**src/rtl/pool_dma_engine.sv**
```systemverilog
// Purpose: KxK max/average pooling DMA. CPU slave registers; SDRAM master reads windows and writes results.
// Latency: K*K reads + 1 write per output (no stalls); 2 cycles of job overhead for CHECK and DONE.
// Backpressure: master_waitrequest holds the current address/strobe/data stable; the slave never stalls.
// Ports: clk/reset (async active-low); slave_* = Avalon-MM register port; master_* = Avalon-MM memory
//        port; irq = done & irq_en.
module pool_dma_engine #(
  parameter int DATA_W = 32,
  parameter int K      = 2,
  parameter int CNT_W  = 12
) (
  input  logic              clk,
  input  logic              reset,
  output logic              slave_waitrequest,
  input  logic [2:0]        slave_address,
  input  logic              slave_read,
  output logic [31:0]       slave_readdata,
  input  logic              slave_write,
  input  logic [31:0]       slave_writedata,
  input  logic              master_waitrequest,
  output logic [31:0]       master_address,
  output logic              master_read,
  input  logic [DATA_W-1:0] master_readdata,
  output logic              master_write,
  output logic [DATA_W-1:0] master_writedata,
  output logic              irq
);

  localparam int LOGK  = (K == 4) ? 2 : 1;
  localparam int SH    = 2 * LOGK;
  localparam int ACC_W = DATA_W + SH;

  typedef enum logic [2:0] {
    S_IDLE  = 3'd0,
    S_CHECK = 3'd1,
    S_RD    = 3'd2,
    S_WR    = 3'd3,
    S_DONE  = 3'd4
  } state_t;

  state_t state, next_state;

  // Configuration registers
  logic [31:0]      src_base, dst_base;
  logic [CNT_W-1:0] ch_num, w_num;
  logic             mode, irq_en, done;

  // Job counters
  logic [CNT_W-1:0] ch, oy, ox;
  logic [LOGK-1:0]  kx, ky;
  logic [31:0]      out_idx;
  logic [ACC_W-1:0] acc;

  logic busy;
  assign busy = (state != S_IDLE);

  // Register writes
  logic wr_ctrl, start;
  assign wr_ctrl = slave_write && (slave_address == 3'd0);
  assign start   = wr_ctrl && !busy && slave_writedata[0];

  // Output geometry: W/K is a shift because K is a power of two
  logic [CNT_W-1:0] wo;
  assign wo = w_num >> LOGK;

  logic win_last, ox_last, oy_last, ch_last, first_elem;
  assign win_last   = (kx == LOGK'(K-1)) && (ky == LOGK'(K-1));
  assign first_elem = (kx == '0) && (ky == '0);
  assign ox_last    = (ox == wo - CNT_W'(1));
  assign oy_last    = (oy == wo - CNT_W'(1));
  assign ch_last    = (ch == ch_num - CNT_W'(1));

  logic rd_acc, wr_acc;
  assign rd_acc = (state == S_RD) && !master_waitrequest;
  assign wr_acc = (state == S_WR) && !master_waitrequest;

  // Source element index: (ch*W + oy*K + ky)*W + ox*K + kx, all modulo 2^32
  logic [31:0] row_idx, elem_idx, rd_addr, wr_addr;
  assign row_idx  = 32'(ch) * 32'(w_num) + (32'(oy) << LOGK) + 32'(ky);
  assign elem_idx = row_idx * 32'(w_num) + (32'(ox) << LOGK) + 32'(kx);
  assign rd_addr  = src_base + (elem_idx << 2);
  assign wr_addr  = dst_base + (out_idx << 2);

  // Fold datapath: sign-extend to the accumulator width so AVG sums cannot overflow
  logic [ACC_W-1:0]        rd_ext;
  logic signed [ACC_W-1:0] avg_sh;
  logic [DATA_W-1:0]       result;
  assign rd_ext = {{SH{master_readdata[DATA_W-1]}}, master_readdata};
  assign avg_sh = $signed(acc) >>> SH;
  assign result = mode ? avg_sh[DATA_W-1:0] : acc[DATA_W-1:0];

  // Master outputs decode straight from state so they fall with an asynchronous reset
  assign master_read      = (state == S_RD);
  assign master_write     = (state == S_WR);
  assign master_address   = (state == S_RD) ? rd_addr :
                            (state == S_WR) ? wr_addr : 32'd0;
  assign master_writedata = (state == S_WR) ? result : '0;

  assign slave_waitrequest = 1'b0;
  assign irq               = done & irq_en;

  always_comb begin
    slave_readdata = 32'd0;
    if (slave_read) begin
      case (slave_address)
        3'd0:    slave_readdata = {29'b0, irq_en, mode, busy};
        3'd1:    slave_readdata = src_base;
        3'd2:    slave_readdata = dst_base;
        3'd3:    slave_readdata = 32'(ch_num);
        3'd4:    slave_readdata = 32'(w_num);
        3'd5:    slave_readdata = {30'b0, done, busy};
        default: slave_readdata = 32'd0;
      endcase
    end
  end

  // FSM
  always_ff @(posedge clk or negedge reset) begin
    if (!reset) state <= S_IDLE;
    else        state <= next_state;
  end

  always_comb begin
    next_state = state;
    case (state)
      S_IDLE:  if (start) next_state = S_CHECK;
      S_CHECK: next_state = ((ch_num == '0) || (w_num < CNT_W'(K))) ? S_DONE : S_RD;
      S_RD:    if (rd_acc && win_last) next_state = S_WR;
      S_WR:    if (wr_acc) next_state = (ox_last && oy_last && ch_last) ? S_DONE : S_RD;
      S_DONE:  next_state = S_IDLE;
      default: next_state = S_IDLE;
    endcase
  end

  // Configuration registers and done flag
  always_ff @(posedge clk or negedge reset) begin
    if (!reset) begin
      src_base <= 32'd0;
      dst_base <= 32'd0;
      ch_num   <= '0;
      w_num    <= '0;
      mode     <= 1'b0;
      irq_en   <= 1'b0;
      done     <= 1'b0;
    end else begin
      if (slave_write && !busy) begin
        case (slave_address)
          3'd0: begin
            mode   <= slave_writedata[1];
            irq_en <= slave_writedata[2];
            done   <= 1'b0;
          end
          3'd1: src_base <= slave_writedata;
          3'd2: dst_base <= slave_writedata;
          3'd3: ch_num   <= slave_writedata[CNT_W-1:0];
          3'd4: w_num    <= slave_writedata[CNT_W-1:0];
          default: ;
        endcase
      end
      // STATUS clears done even mid-job
      if (slave_write && (slave_address == 3'd5)) done <= 1'b0;
      // Completion takes priority over a simultaneous clear
      if (state == S_DONE) done <= 1'b1;
    end
  end

  // Window/output counters and accumulator
  always_ff @(posedge clk or negedge reset) begin
    if (!reset) begin
      ch      <= '0;
      oy      <= '0;
      ox      <= '0;
      kx      <= '0;
      ky      <= '0;
      out_idx <= 32'd0;
      acc     <= '0;
    end else begin
      if (state == S_CHECK) begin
        ch      <= '0;
        oy      <= '0;
        ox      <= '0;
        kx      <= '0;
        ky      <= '0;
        out_idx <= 32'd0;
      end
      if (rd_acc) begin
        if (first_elem)
          acc <= rd_ext;
        else if (mode)
          acc <= acc + rd_ext;
        else if ($signed(rd_ext) > $signed(acc))
          acc <= rd_ext;
        // kx/ky wrap naturally at K because K is a power of two
        kx <= kx + LOGK'(1);
        if (kx == LOGK'(K-1)) ky <= ky + LOGK'(1);
      end
      if (wr_acc) begin
        out_idx <= out_idx + 32'd1;
        if (ox_last) begin
          ox <= '0;
          if (oy_last) begin
            oy <= '0;
            ch <= ch + CNT_W'(1);
          end else begin
            oy <= oy + CNT_W'(1);
          end
        end else begin
          ox <= ox + CNT_W'(1);
        end
      end
    end
  end

endmodule

```
**config.mk**
```make
export PLATFORM = sky130hd
export DESIGN_NAME = pool_dma_engine
export DESIGN_NICKNAME = d
export VERILOG_FILES = /design/src/rtl/pool_dma_engine.sv
export SDC_FILE = /design/constraint.sdc
export NUM_CORES = 2
export LEC_CHECK = 0
export CAP_MARGIN = 10
export CORE_UTILIZATION = 55
export CTS_CLUSTER_SIZE = 30
export DETAILED_ROUTE_END_ITERATION = 10
export HOLD_SLACK_MARGIN = 0.15
export PLACE_DENSITY = 0.74
export SYNTH_ARGS = -nofsm -noshare
export SYNTH_HDL_FRONTEND = slang
export SYNTH_SLANG_ARGS = --single-unit
```
**constraint.sdc**
```tcl
create_clock -name clk -period 15.4 [get_ports clk]
set_input_delay 3.08 -clock clk [delete_from_list [all_inputs] [get_ports clk]]
set_output_delay 3.08 -clock clk [all_outputs]
set_load 0.02 [all_outputs]
```
### Word level (Yosys, flattened, before mapping)

Cells that the tools add are included.

| storage, ports and cells | value |
|---|---|
| output and inout port bits | 100 |
| register bits after elaboration | 198 |
| input bits | 72 |

| operators by class | value |
|---|---|
| multiplexer cells | 37 |
| magnitude comparators | 2 |
| bitwise logic cells | 3 |
| equality and inequality tests | 15 |
| reductions and logical operators | 32 |
| $mul | 2 |
| add/subtract/negate cells | 15 |

Operators with widths:

| cell | count |
|---|---|
| $mux 32 | 7 |
| $pmux 32 s6 | 1 |
| $mux 12 | 11 |
| $mux 34 | 3 |
| $add 32x32->32 | 2 |
| $add 12x1->12 const B | 3 |
| $eq 12x12->1 | 3 |
| $add 34x34->34 | 1 |
| $gt 32x34->1 | 1 |
| $add 32x1->32 const B | 1 |
| $add 30x1->30 | 1 |
| $add 30x13->30 | 1 |
| $mul 26x12->30 | 1 |
| $add 25x1->26 | 1 |
| $add 24x13->25 | 1 |
| $mul 12x12->24 | 1 |
| $mux 3 | 5 |
| $reduce_and 2->1 | 7 |
| $eq 3x2->1 const B | 4 |
| $logic_and 1x1->1 | 12 |
| $logic_not 12->1 | 1 |
| $lt 12x2->1 const B | 1 |
| $pmux 3 s4 | 1 |
| $reduce_bool 3->1 | 4 |
| 15 further kinds | 32 |

### Depth between registers and ports, before layout

| logic depth | value |
|---|---|
| word-level depth | 8 |
| depth in mapped cells | 56 |
| depth with buffers taken out | 53 |

### Least setup slack after synthesis

No wires, ideal clock.

| timing | value |
|---|---|
| path type | register -> output |
| from | reg ch[9] |
| to | out master_address[31] |
| path slack | 774 ps |
| stages on the path, launching flop included | 49 |
| arrival time | 11,546 ps |
| cell sequence | dfrtp_1 clkbuf_1 clkbuf_1 and2_1 fa_1 inv_1 fa_1 inv_1 fa_1 fa_1 inv_1 fa_1 inv_1 ha_1 buf_4 a2111oi_2 nand2_1 o21ai_2 (+13 left out) ha_1 a21o_1 a21oi_1 nand2_1 or3_1 o21a_1 nand2_1 xnor2_1 ha_1 a221oi_1 a21oi_1 a31oi_1 o21ai_1 a21o_1 a21oi_1 xnor3_1 xnor2_1 o32ai_1 |

| between the ends | value |
|---|---|
| longest elaborated chain between the ends | 8 |

RTL lines:

| what | line | source |
|---|---|---|
| from (decl) | 48 | `logic [CNT_W-1:0] ch, oy, ox;` |
| from (signal assigned) | 202 | `ch <= ch + CNT_W'(1);` |
| $mul 12x12->24 | 78 | `assign row_idx = 32'(ch) * 32'(w_num) + (32'(oy) << LOGK) + 32'(ky);` |
| $add 24x13->25 | 78 |  |
| $add 25x1->26 | 78 |  |
| $mul 26x12->30 | 79 | `assign elem_idx = row_idx * 32'(w_num) + (32'(ox) << LOGK) + 32'(kx);` |
| $add 30x13->30 | 79 |  |
| $add 30x1->30 | 79 |  |
| $add 32x32->32 | 80 | `assign rd_addr = src_base + (elem_idx << 2);` |
| $mux 32 | 94 | `assign master_address = (state == S_RD) ? rd_addr :` |
| to (decl) | 20 | `output logic [31:0] master_address,` |

No other way between the ends.

### Worst setup path after layout

| timing | value |
|---|---|
| from | reg w_num[6] |
| to | out master_address[31] |

| between the ends | value |
|---|---|
| longest elaborated chain between the ends | 8 |

RTL lines:

| what | line | source |
|---|---|---|
| from (decl) | 44 | `logic [CNT_W-1:0] ch_num, w_num;` |
| from (signal assigned) | 155 | `3'd4: w_num <= slave_writedata[CNT_W-1:0];` |
| $mul 12x12->24 | 78 |  |
| $add 24x13->25 | 78 |  |
| $add 25x1->26 | 78 |  |
| $mul 26x12->30 * | 79 |  |
| $add 30x13->30 * | 79 |  |
| $add 30x1->30 * | 79 |  |
| $add 32x32->32 * | 80 |  |
| $mux 32 * | 94 |  |

Mark *: on every way between the ends. The rest lies on a longest branch, timed or not.

==> impl_metrics.env <==
export IMPL_status="completed"
export IMPL_crit_top_cell="fa_1"
export IMPL_critPathSlowestCell="fa_1"
export IMPL_synth_seq_cells=196
export IMPL_p_total_mw=2.031
export IMPL_num_io_pins=172
export IMPL_rsz0062_at_grt="true"
export IMPL_start_util_pct=55.80
export IMPL_drive_gt1_share_pct=9.545
export IMPL_synth_ff_type="dfrtp_1"
export IMPL_crit_start="w_num[6]"
export IMPL_synth_cell_type_count=101
export IMPL_skew_ns=0.01825
export IMPL_hold_buffers=0
export IMPL_crit_required_ns=12.32
export IMPL_remaining_drc_errors=0
export IMPL_fmax_mhz=65.83
export IMPL_dp_hpwl_mm=62.92
export IMPL_setup_viol=0
export IMPL_syn_to_final_growth_pct=11.84
export IMPL_slew_viol_final=0
export IMPL_tns_ns=0
export IMPL_port_buffers=170
export IMPL_synth_area_um2=30150
export IMPL_yosys_top_cells_area="fa_1, dfrtp_1, ha_1"
export IMPL_holdCritStartpoint="oy[7]"
export IMPL_yosysSeqAreaShare_pct=16.27
export IMPL_vias=24830
export IMPL_reg2reg_from="w_num[3]"
export IMPL_synthesis_nets=4158
export IMPL_syn_avg_cell_area_um2=8.695
export IMPL_ant_nets=0
export IMPL_numCtsBuffers=17
export IMPL_drt_iter0_drc=1817
export IMPL_antenna_found_initial=1
export IMPL_pre_cts_slack_ns=0.03476
export IMPL_cts_tree="built"
export IMPL_clock_latency_ns=0.47
export IMPL_nNetsFinal=4282
export IMPL_cp_start_kind="flop"
export IMPL_die_area_um2=55750
export IMPL_detail_route_wl_per_cell_um=18.75
export IMPL_fp_row_count=85
export IMPL_grt_pass1_wl_mm=132.1
export IMPL_cp_arrival_ns=12.11
export IMPL_grt_max_degree=77
export IMPL_firstDrtPassIters=5
export IMPL_overflow=0
export IMPL_viasPerCell=5.774
export IMPL_synth_edf_count=0
export IMPL_cts_clk_slew_worst_paths_ns=0.08
export IMPL_maxCapViolCount=0
export IMPL_ir_drop_mv=0.09422
export IMPL_track_usage_pct=29.89
export IMPL_crit_type="reg -> out"
export IMPL_synth_common_cells="inv_1, nand2_1, fa_1, ha_1, and2_1"
export IMPL_end_kind="output pin"
export IMPL_cts_sinks=196
export IMPL_leakage_nw=16.44
export IMPL_fin_crit_ns=15.19
export IMPL_synthMostInstantiatedCell="inv_1"
export IMPL_slew_headroom_pct=21.91
export IMPL_setup_ws_ns=0.2082
export IMPL_yosysWarnings=0
export IMPL_synth_top_cell_area_share_pct=22.71
export IMPL_min_period_over_period_pct=98.65
export IMPL_synth_cells=3467
export IMPL_hold_path_class="reg -> reg"
export IMPL_routed_wl_mm=80.65
export IMPL_grt_pass1_vias=24810
export IMPL_place_congestion=0.9221
export IMPL_path_max_fanout=7
export IMPL_worst_pin_slew_ns=1.171
export IMPL_die_y_um=236.1
export IMPL_coreArea_um2=54030
export IMPL_power_density_nw_per_um2=60.25
export IMPL_synthArstFlopShare_pct=100.0
export IMPL_hold_violations=0
export IMPL_yosys_area_top_type="fa_1"
export IMPL_critPathMaxStageDelay_ns=0.60
export IMPL_cts_buffer_depth=2
export IMPL_die_w_um=236.1
export IMPL_ctsHtreeMaxLevel=4
export IMPL_clockRootBuffer="clkbuf_16"
[flip-flops by register name, indices dropped and copies added, names as in the netlist, 30 cells and up]
name,count
acc,34
dst_base,32
out_idx,30
src_base,32
[metrics by stage]
stage	util, %	hold slack (ns)	cell area, um^2	cells
global route	62.40	0.5241	33710	4301
finish	62.40	0.4825	33710	4301
detailed placement	60.46	0.4793	32670	4240
global placement	60.46	0.4662	32670	4240
CTS	61.64	0.4896	33300	4277
floorplan	-	0.4451	30150	3467
[critical path: cells and delay by family, from the launching register on]
family                     cells  cell delay, ns
xor gates and xnor gates       4            0.71
adders and majority gates     13            6.19
and+or+nand+nor                8            1.14
DFF                            1            0.49
AOI/OAI and AO/OA             12            2.43
buffers and inverters          7            0.68
[cell type report]
| type | instances | area, um^2 |
|---|---|---|
| multi-input combinational | 2570 | 22820 |
| fill | 4614 | 20310 |
| sequential | 196 | 4928 |
| timing repair buffer | 275 | 2510 |
| inverter | 531 | 1993 |
| tap | 696 | 870.8 |
| clock buffer | 17 | 425.4 |
| clock inverter | 15 | 166.4 |
| antenna | 1 | 2.502 |
[power by group]
group | internal (mW) | switching, mW
clock | 0.230 | 0.228
sequential | 0.572 | 0.0925
combinational | 0.375 | 0.535
total | 1.18 | 0.855
[placed cells by master, fill, tap and decap left out, types with 53 or more instances in the layout]
| cell | n |
|---|---|
| clkdlybuf4s50_1 | 161 |
| o21ai_0 | 137 |
| nand3_1 | 62 |
| dfrtp_1 | 177 |
| xnor2_1 | 117 |
| and2_1 | 226 |
| ha_1 | 268 |
| xor2_1 | 53 |
| buf_4 | 102 |
| nor2_1 | 196 |
| a21oi_1 | 153 |
| inv_1 | 527 |
| nand2_1 | 341 |
| mux2_2 | 91 |
| fa_1 | 342 |
[path summary, 6_finish.rpt]
kind / endpoint / cells past startpoint / slack [ns]
max in group asynchronous: ch[9] / 2 / 11.31
worst min-delay path: oy[7] / 1 / 0.48
min in group asynchronous: acc[13] / 1 / 2.57
worst min register to register: oy[7] / 1 / 0.48
worst max register to register: oy[9] / 12 / 11.16
worst max-delay path: master_address[31] / 44 / 0.21
[routing by layer]
metal  wire length (um)  global-route usage (%)  share of wire, %  up-vias
li1                   -                       -                 -    11570
met1              35510                   42.17                44    12240
met2              37210                   47.88                46      903
met3               6172                   4.552               7.7      119
met4               1758                   8.081               2.2        0
met5                  0                       0                 0        -
[cell families after synthesis]
| kind of cell | synth area share (%) |
|---|---|
| DFF | 16.27 |
| buffers and inverters | 8.882 |
| other | 0.01244 |
| adders and majority gates | 34.21 |
| muxes | 5.060 |
| AOI/OAI and AO/OA | 13.43 |
| and+or+nand+nor | 16.56 |
| xor gates and xnor gates | 5.578 |
[timing repair]
action,CTS,global route
gates resized for setup,10,63
setup endpoints to repair,5,10
setup buffers,5,23
gates cloned,0,0
pin swaps,1,16
Power figures use the tool's default switching activity.
